$ cat config.mk
export PLATFORM = sky130hd
export DESIGN_NAME = hazard_unit
export DESIGN_NICKNAME = d
export VERILOG_FILES = /design/src/rtl/cpu_pkg.sv /design/src/rtl/hazard_detect.sv /design/src/rtl/hazard_unit.sv
export SDC_FILE = /design/constraint.sdc
export NUM_CORES = 1
export LEC_CHECK = 0
export ABC_AREA = 1
export ABC_CLOCK_PERIOD_IN_PS = 3500
export BUFFER_PORTS_ARGS = -buffer_cell sky130_fd_sc_hd__buf_2
export CAP_MARGIN = 10
export CORE_MARGIN = 2
export CORE_UTILIZATION = 48
export CTS_BUF_LIST = sky130_fd_sc_hd__clkbuf_8
export DETAILED_ROUTE_END_ITERATION = 8
export GPL_TIMING_DRIVEN = 0
export HOLD_SLACK_MARGIN = 0.06
export PLACE_DENSITY = 0.89
export RECOVER_POWER = 25
export SETUP_SLACK_MARGIN = 0.15
export SYNTH_ARGS = -nofsm -noshare
export SYNTH_HDL_FRONTEND = slang
export SYNTH_HIERARCHICAL = 1
export SYNTH_SLANG_ARGS = --single-unit
$ cat constraint.sdc
create_clock -name clk -period 3.5 [get_ports clk]
set_clock_uncertainty 0.2 [all_clocks]
set_input_delay 0.35 -clock clk [delete_from_list [all_inputs] [get_ports clk]]
set_output_delay 0.35 -clock clk [all_outputs]
set_load 0.005 [all_outputs]
$ cat src/rtl/cpu_pkg.sv
// Shared CPU definitions: hazard FSM states, the NOP encoding and decode-stage
// operand/load classification used by the hazard unit and the stage units.
package cpu_pkg;

    localparam int unsigned OP_W     = 7;
    localparam int unsigned REG_W    = 4;
    localparam int unsigned HZ_CNT_W = 3;
    localparam int unsigned PERF_W   = 16;

    localparam logic [OP_W-1:0] OPCODE_NOP = 7'b0100000;

    typedef enum logic [1:0] {
        RUN        = 2'd0,
        LOAD_STALL = 2'd1,
        FLUSH      = 2'd2,
        MEM_WAIT   = 2'd3
    } hazard_state_t;

    function automatic logic uses_rn(input logic [OP_W-1:0] op);
        return (!op[6] && (op[3:0] != 4'd0)) || (op[6:5] == 2'b11);
    endfunction

    function automatic logic uses_rm(input logic [OP_W-1:0] op);
        return (!op[6] && op[4]) || ((op[6:5] == 2'b11) && op[3])
            || ((op[6:2] == 5'b10010) && op[0]);
    endfunction

    function automatic logic uses_rs(input logic [OP_W-1:0] op);
        return op[6:4] == 3'b011;
    endfunction

    function automatic logic is_load(input logic [OP_W-1:0] op);
        return ((op[6:5] == 2'b11) && op[2]) || (op[6:4] == 3'b100);
    endfunction

endpackage

$ cat src/rtl/hazard_detect.sv
// Combinational load-use detector: a load in execute whose destination is a
// source register actually read by the instruction in decode.
module hazard_detect
    import cpu_pkg::*;
(
    input  logic [OP_W-1:0]  opcode_dec_i,
    input  logic [REG_W-1:0] rn_dec_i,
    input  logic [REG_W-1:0] rm_dec_i,
    input  logic [REG_W-1:0] rs_dec_i,
    input  logic [OP_W-1:0]  opcode_ex_i,
    input  logic [REG_W-1:0] rd_ex_i,
    output logic             load_use_c_o
);

    logic both_live;
    logic rn_hit;
    logic rm_hit;
    logic rs_hit;

    // NOPs are masked explicitly so a NOP encoding change cannot create hazards.
    assign both_live = (opcode_dec_i != OPCODE_NOP) && (opcode_ex_i != OPCODE_NOP);
    assign rn_hit    = uses_rn(opcode_dec_i) && (rn_dec_i == rd_ex_i);
    assign rm_hit    = uses_rm(opcode_dec_i) && (rm_dec_i == rd_ex_i);
    assign rs_hit    = uses_rs(opcode_dec_i) && (rs_dec_i == rd_ex_i);

    assign load_use_c_o = both_live && is_load(opcode_ex_i) && (rn_hit || rm_hit || rs_hit);

endmodule

$ cat src/rtl/hazard_unit.sv
// Pipeline hazard controller: load-use stalls, memory wait stalls and taken-branch
// flushes. Define HAZARD_PERF_CNT_EN to enable the stall/flush performance counters.
module hazard_unit
    import cpu_pkg::*;
#(
    parameter int unsigned LOAD_STALL_CYCLES = 1,
    parameter int unsigned FLUSH_CYCLES      = 2
) (
    input  logic              clk,
    input  logic              rst_n,
    input  logic [OP_W-1:0]   opcode_decode,
    input  logic [REG_W-1:0]  rn_decode,
    input  logic [REG_W-1:0]  rm_decode,
    input  logic [REG_W-1:0]  rs_decode,
    input  logic [OP_W-1:0]   opcode_execute,
    input  logic [REG_W-1:0]  rd_execute,
    input  logic              branch_taken,
    input  logic              mem_req,
    input  logic              mem_ready,
    output logic              stall_fetch,
    output logic              stall_decode,
    output logic              stall_execute,
    output logic              stall_memory,
    output logic              bubble_execute,
    output logic              flush_fetch,
    output logic              flush_decode,
    output logic [PERF_W-1:0] stall_cycles,
    output logic [PERF_W-1:0] flush_count
);

    localparam logic [HZ_CNT_W-1:0] FLUSH_CNT = HZ_CNT_W'(FLUSH_CYCLES - 1);
    localparam logic [HZ_CNT_W-1:0] LOAD_CNT  =
        (LOAD_STALL_CYCLES > 1) ? HZ_CNT_W'(LOAD_STALL_CYCLES - 2) : '0;

    hazard_state_t       state_q, state_d;
    logic [HZ_CNT_W-1:0] cnt_q, cnt_d;
    logic                pend_br_q, pend_br_d;

    logic load_use;
    logic mem_wait;
    logic br_run;

    hazard_detect u_detect (
        .opcode_dec_i (opcode_decode),
        .rn_dec_i     (rn_decode),
        .rm_dec_i     (rm_decode),
        .rs_dec_i     (rs_decode),
        .opcode_ex_i  (opcode_execute),
        .rd_ex_i      (rd_execute),
        .load_use_c_o (load_use)
    );

    assign mem_wait = mem_req && !mem_ready;
    assign br_run   = branch_taken || pend_br_q;

    always_ff @(posedge clk or negedge rst_n) begin
        if (!rst_n) begin
            state_q   <= RUN;
            cnt_q     <= '0;
            pend_br_q <= 1'b0;
        end else begin
            state_q   <= state_d;
            cnt_q     <= cnt_d;
            pend_br_q <= pend_br_d;
        end
    end

    // Next state; a branch latched during a memory wait is served from RUN.
    always_comb begin
        state_d   = state_q;
        cnt_d     = cnt_q;
        pend_br_d = pend_br_q;
        unique case (state_q)
            RUN: begin
                if (br_run) begin
                    state_d   = FLUSH;
                    cnt_d     = FLUSH_CNT;
                    pend_br_d = 1'b0;
                end else if (mem_wait) begin
                    state_d = MEM_WAIT;
                end else if (load_use && (LOAD_STALL_CYCLES > 1)) begin
                    state_d = LOAD_STALL;
                    cnt_d   = LOAD_CNT;
                end
            end
            LOAD_STALL: begin
                if (branch_taken) begin
                    state_d = FLUSH;
                    cnt_d   = FLUSH_CNT;
                end else if (cnt_q == '0) begin
                    state_d = RUN;
                end else begin
                    cnt_d = cnt_q - HZ_CNT_W'(1);
                end
            end
            FLUSH: begin
                if (cnt_q == '0) begin
                    state_d = RUN;
                end else begin
                    cnt_d = cnt_q - HZ_CNT_W'(1);
                end
            end
            MEM_WAIT: begin
                pend_br_d = pend_br_q || branch_taken;
                if (mem_ready) begin
                    state_d = RUN;
                end
            end
            default: state_d = RUN;
        endcase
    end

    // Mealy outputs; forced low while reset is asserted.
    always_comb begin
        stall_fetch    = 1'b0;
        stall_decode   = 1'b0;
        stall_execute  = 1'b0;
        stall_memory   = 1'b0;
        bubble_execute = 1'b0;
        flush_fetch    = 1'b0;
        flush_decode   = 1'b0;
        if (rst_n) begin
            unique case (state_q)
                RUN: begin
                    if (br_run) begin
                        flush_fetch  = 1'b1;
                        flush_decode = 1'b1;
                    end else if (mem_wait) begin
                        stall_fetch   = 1'b1;
                        stall_decode  = 1'b1;
                        stall_execute = 1'b1;
                        stall_memory  = 1'b1;
                    end else if (load_use) begin
                        stall_fetch    = 1'b1;
                        stall_decode   = 1'b1;
                        bubble_execute = 1'b1;
                    end
                end
                LOAD_STALL: begin
                    if (branch_taken) begin
                        flush_fetch  = 1'b1;
                        flush_decode = 1'b1;
                    end else begin
                        stall_fetch    = 1'b1;
                        stall_decode   = 1'b1;
                        bubble_execute = 1'b1;
                    end
                end
                FLUSH: begin
                    bubble_execute = 1'b1;
                    flush_fetch    = 1'b1;
                    flush_decode   = 1'b1;
                end
                MEM_WAIT: begin
                    if (!mem_ready) begin
                        stall_fetch   = 1'b1;
                        stall_decode  = 1'b1;
                        stall_execute = 1'b1;
                        stall_memory  = 1'b1;
                    end
                end
                default: ;
            endcase
        end
    end

`ifdef HAZARD_PERF_CNT_EN
    logic [PERF_W-1:0] stall_cycles_q;
    logic [PERF_W-1:0] flush_count_q;

    // Saturating performance counters.
    always_ff @(posedge clk or negedge rst_n) begin
        if (!rst_n) begin
            stall_cycles_q <= '0;
            flush_count_q  <= '0;
        end else begin
            if (stall_fetch && (stall_cycles_q != '1)) begin
                stall_cycles_q <= stall_cycles_q + PERF_W'(1);
            end
            if ((state_d == FLUSH) && (state_q != FLUSH) && (flush_count_q != '1)) begin
                flush_count_q <= flush_count_q + PERF_W'(1);
            end
        end
    end

    assign stall_cycles = stall_cycles_q;
    assign flush_count  = flush_count_q;
`else
    assign stall_cycles = '0;
    assign flush_count  = '0;
`endif

endmodule

==> key figures <==
Final layout
  – Fraction of layout cells with a size suffix above 1: 29.5%
  – Diodes inserted: 0
  – Combined flip-flop and latch cell area: 150 um2
  – Number of nets at the end of the flow: around 330
  – Area of the multi-input gates: between 700 and 800 um2
  – Layout Area Growth over Synthesis: 33.1%
  – Filler cells: ~220

Drt
  – Total via count after detailed routing: ~1300
  – First-pass DRT Iterations: 4
  – Post-route antenna net violation count: 0
  – DR vias/cell: 4.08
  – Routed wire per std cell: approximately 8 um
  – Aggregate routed wire length: 2480 um
  – Drc violations: 0
  – Drt initial violations: 25

Global route
  – Vias in the first global route: approximately 1100
  – GRT overflow: 0
  – Number of antenna violations at the first check in global routing: 0
  – Global-route wire length before repair: around 4100 um
  – Pin count of the biggest net entering global routing: 10
  – Global Route Usage Sum: between 10% and 20%

Power
  – Total power after layout: roughly 0.69 mW
  – Leakage power total: approximately 1.1 nW
  – Sequential share of power: around 17%
  – Internal power of the cells: between 0.3 and 0.4 mW
  – IR drop worst, VDD: about 0.00037 V
  – Clk network pwr share: roughly 15%
  – Share of power burned in combinational logic: about two thirds
  – Power density cells: around 440 mW/mm2
  – Reported net switching power: around 0.31 mW
  – Switching fraction of total power: approximately 46%

Setup path
  – Capture point of the critical path: flush_fetch
  – Worst R2R Start: state_q[0]$_DFFE_PN0P_
  – Top fanout value on the critical path: 9
  – Critical path depth: 6
  – Sort of element at the end of the critical path: output pin
  – Critical path startpoint: rst_n
  – Worst path top cell family by delay: buffers and inverters
  – Worst r2r path cells: 7
  – Data arrival time of the critical path: roughly 1900 ps
  – Startpoint class of the critical path: input pin
  – CP required: 2950 ps
  – Critical path, cell by cell: dlygate4sd3_1 -> clkbuf_1 -> nand2_1 -> a31oi_1 -> buf_4 -> buf_2
  – Reg-to-reg setup timing slack: 1790 ps
  – Number of buffer and inverter stages on the critical path: 4
  – Slowest Stage Delay on Critical Path: 550 ps
  – Critical-path cell with the highest stage delay: sky130_fd_sc_hd__dlygate4sd3_1
  – Critical path class: input pin to output pin
  – Destination of the worst register-to-register timing path: cnt_q[1]$_DFFE_PN0P_

Floorplan
  – Std-Cell Core Area: around 0.0023 mm2
  – Chip width: around 54 um
  – Count of standard-cell rows: 17
  – Floorplan die area: approximately 0.0029 mm2
  – Floorplan die height: between 50 and 60 um
  – Effective utilization at floorplan: between 50 and 60%
  – Top-Level Pins: 74

Synthesis
  – Yosys warns: 6
  – Cell accounting for the most synthesized area: sky130_fd_sc_hd__buf_4
  – Sequential-to-total area share from yosys stat: between 10% and 20%
  – Post-Syn Area per Cell: between 5 and 6 um2
  – Share of the synthesized area in the top cell type: approximately 22%
  – Number of instances in the synthesized netlist: 208
  – Register bit count reported by yosys: 6
  – Count of flip-flops with a built-in enable after synthesis: 0
  – Most instantiated library cell after synthesis: sky130_fd_sc_hd__nand2_1
  – Combined area of all synthesized cells: ~0.0012 mm2
  – Top flip-flop cell by instance count after synthesis: sky130_fd_sc_hd__dfrtp_1
  – Top cells by count, synth: sky130_fd_sc_hd__nand2_1 (62), sky130_fd_sc_hd__inv_1 (40), sky130_fd_sc_hd__buf_4 (35)
  – Top cells by area in the synthesized netlist: sky130_fd_sc_hd__buf_4 (22%), sky130_fd_sc_hd__nand2_1 (20%), sky130_fd_sc_hd__dfrtp_1 (13%)
  – Fraction of registers with async set or reset after synthesis: 100%
  – Distinct cell type count after synthesis: 20

Clock network
  – Clock tree from TritonCTS: done
  – Clock Latency Late Sink: between 200 and 250 ps
  – CTS clk-pin slew, worst paths: ~30 ps
  – Post-cts repair resize count: 0
  – Number of buffers on the longest clock path: 2
  – CTS HTree Levels: 1
  – Clock buffers created by TritonCTS: 3
  – Number of buffers added to fix hold violations after cts: 1
  – Root Driver: sky130_fd_sc_hd__clkbuf_8
  – Postcts setup bufs: 0
  – Sinks on the clock net: 6

Worst hold path
  – Type of the tightest min-delay check: input pin to flip-flop
  – Worst min-delay path startpoint: branch_taken

Run status
  – Result of the run: complete, no violations

STA
  – Endpoints failing hold: 0
  – Upper clock frequency limit: just over 400 MHz
  – Unrepaired setup endpoints after global routing: false
  – Final Setup Violations: 0
  – Final number of max-transition violations: 0
  – Period utilization: a little over two thirds
  – Clock period minus worst slack: approximately 2500 ps
  – Setup total negative slack: 0 ps

Place
  – Port Buffers: 38
  – GP Congestion: between 0.8 and 0.9
  – Final HPWL from detailed placement: about 2100 um

Run
  – Max-cap violation count: 0
power groups by stage:
stage	sequential [mW]	combinational, mW	clock, mW
3_3_place_gp	0.117	0.447	0
2_1_floorplan	0.113	0.357	0
6_report	0.117	0.466	0.103
3_5_place_dp	0.118	0.457	0
5_1_grt	0.121	0.528	0.112
4_1_cts	0.117	0.463	0.104
state kept, by name, indices dropped and copies added, names as in the netlist:
signal     flops
cnt_q          3
pend_br_q      1
state_q        2
metal layers:
metal | GRT usage, % | part of all wire, % | vias to the layer above | wire length, um
met1 | 21.6 | 44 | 500 | 1080
met3 | 3.61 | 8.6 | 4 | 212
met4 | 5.13 | 1.7 | 0 | 42
met5 | 0 | 0 | - | 0
li1 | - | - | 697 | -
met2 | 35.4 | 46 | 60 | 1140
worst register-to-register path: cells and delay by family, from the launching register on:
kind	cells	cell delay, ps
AND/OR/NAND/NOR	5	530
flip-flops	1	410
adder cells (fa/ha/maj)	1	380
buffers and inverters	1	80
layout by cell type (no fill, tap or decap), drive strengths merged:
master,instances
nand2,65
o21ai,3
dlygate4sd3,1
clkbuf,4
nor3,1
ha,7
nand3,18
dfrtp,6
buf,73
nor2,17
o22ai,1
xnor2,3
or2,1
conb,32
a21oi,7
a31oi,1
inv,41
worst min-delay path by stage:
| stage | to | slack, ps | cells past startpoint |
|---|---|---|---|
| after floorplan | cnt_q[0]$_DFFE_PN0P_ | -150 | 0 |
| after global placement | cnt_q[1]$_DFFE_PN0P_ | 5 | 1 |
| after detailed placement | cnt_q[1]$_DFFE_PN0P_ | 5 | 1 |
| after CTS | cnt_q[1]$_DFFE_PN0P_ | 310 | 2 |
| after global routing | state_q[1]$_DFFE_PN0P_ | 330 | 3 |
| final | pend_br_q$_DFFE_PN0P_ | 320 | 3 |
metrics by stage:
step	instance area, um2	hold slack (ps)	setup slack, ps	utilization [%]	instances
global route	1570	335	872	69.2	309
global placement	1520	5.39	1290	67.0	305
finish	1570	318	1040	69.2	309
detailed placement	1520	5.39	1280	67.0	305
floorplan	1300	-146	1640	-	239
CTS	1580	313	1260	69.2	309
area by class of cell:
| type | instances | area share [%] |
|---|---|---|
| well taps | 28 | 2.23 |
| multi-input cells | 156 | 45.8 |
| flip-flops and latches | 6 | 9.54 |
| repair buffers | 39 | 12.6 |
| clock buffers | 3 | 2.62 |
| inverters | 41 | 9.78 |
| plain buffers | 36 | 17.4 |
kinds of logic after synthesis:
| group | count (synthesis) | synth area share (%) |
|---|---|---|
| xor+xnor | 3 | 2.22 |
| other cells | 1 | 0.317 |
| fa+ha+maj | 7 | 7.41 |
| compound gates | 12 | 5.29 |
| simple gates | 102 | 35.9 |
| flops | 6 | 12.7 |
| buf+inv | 77 | 36.2 |
Power figures use the tool's default switching activity.
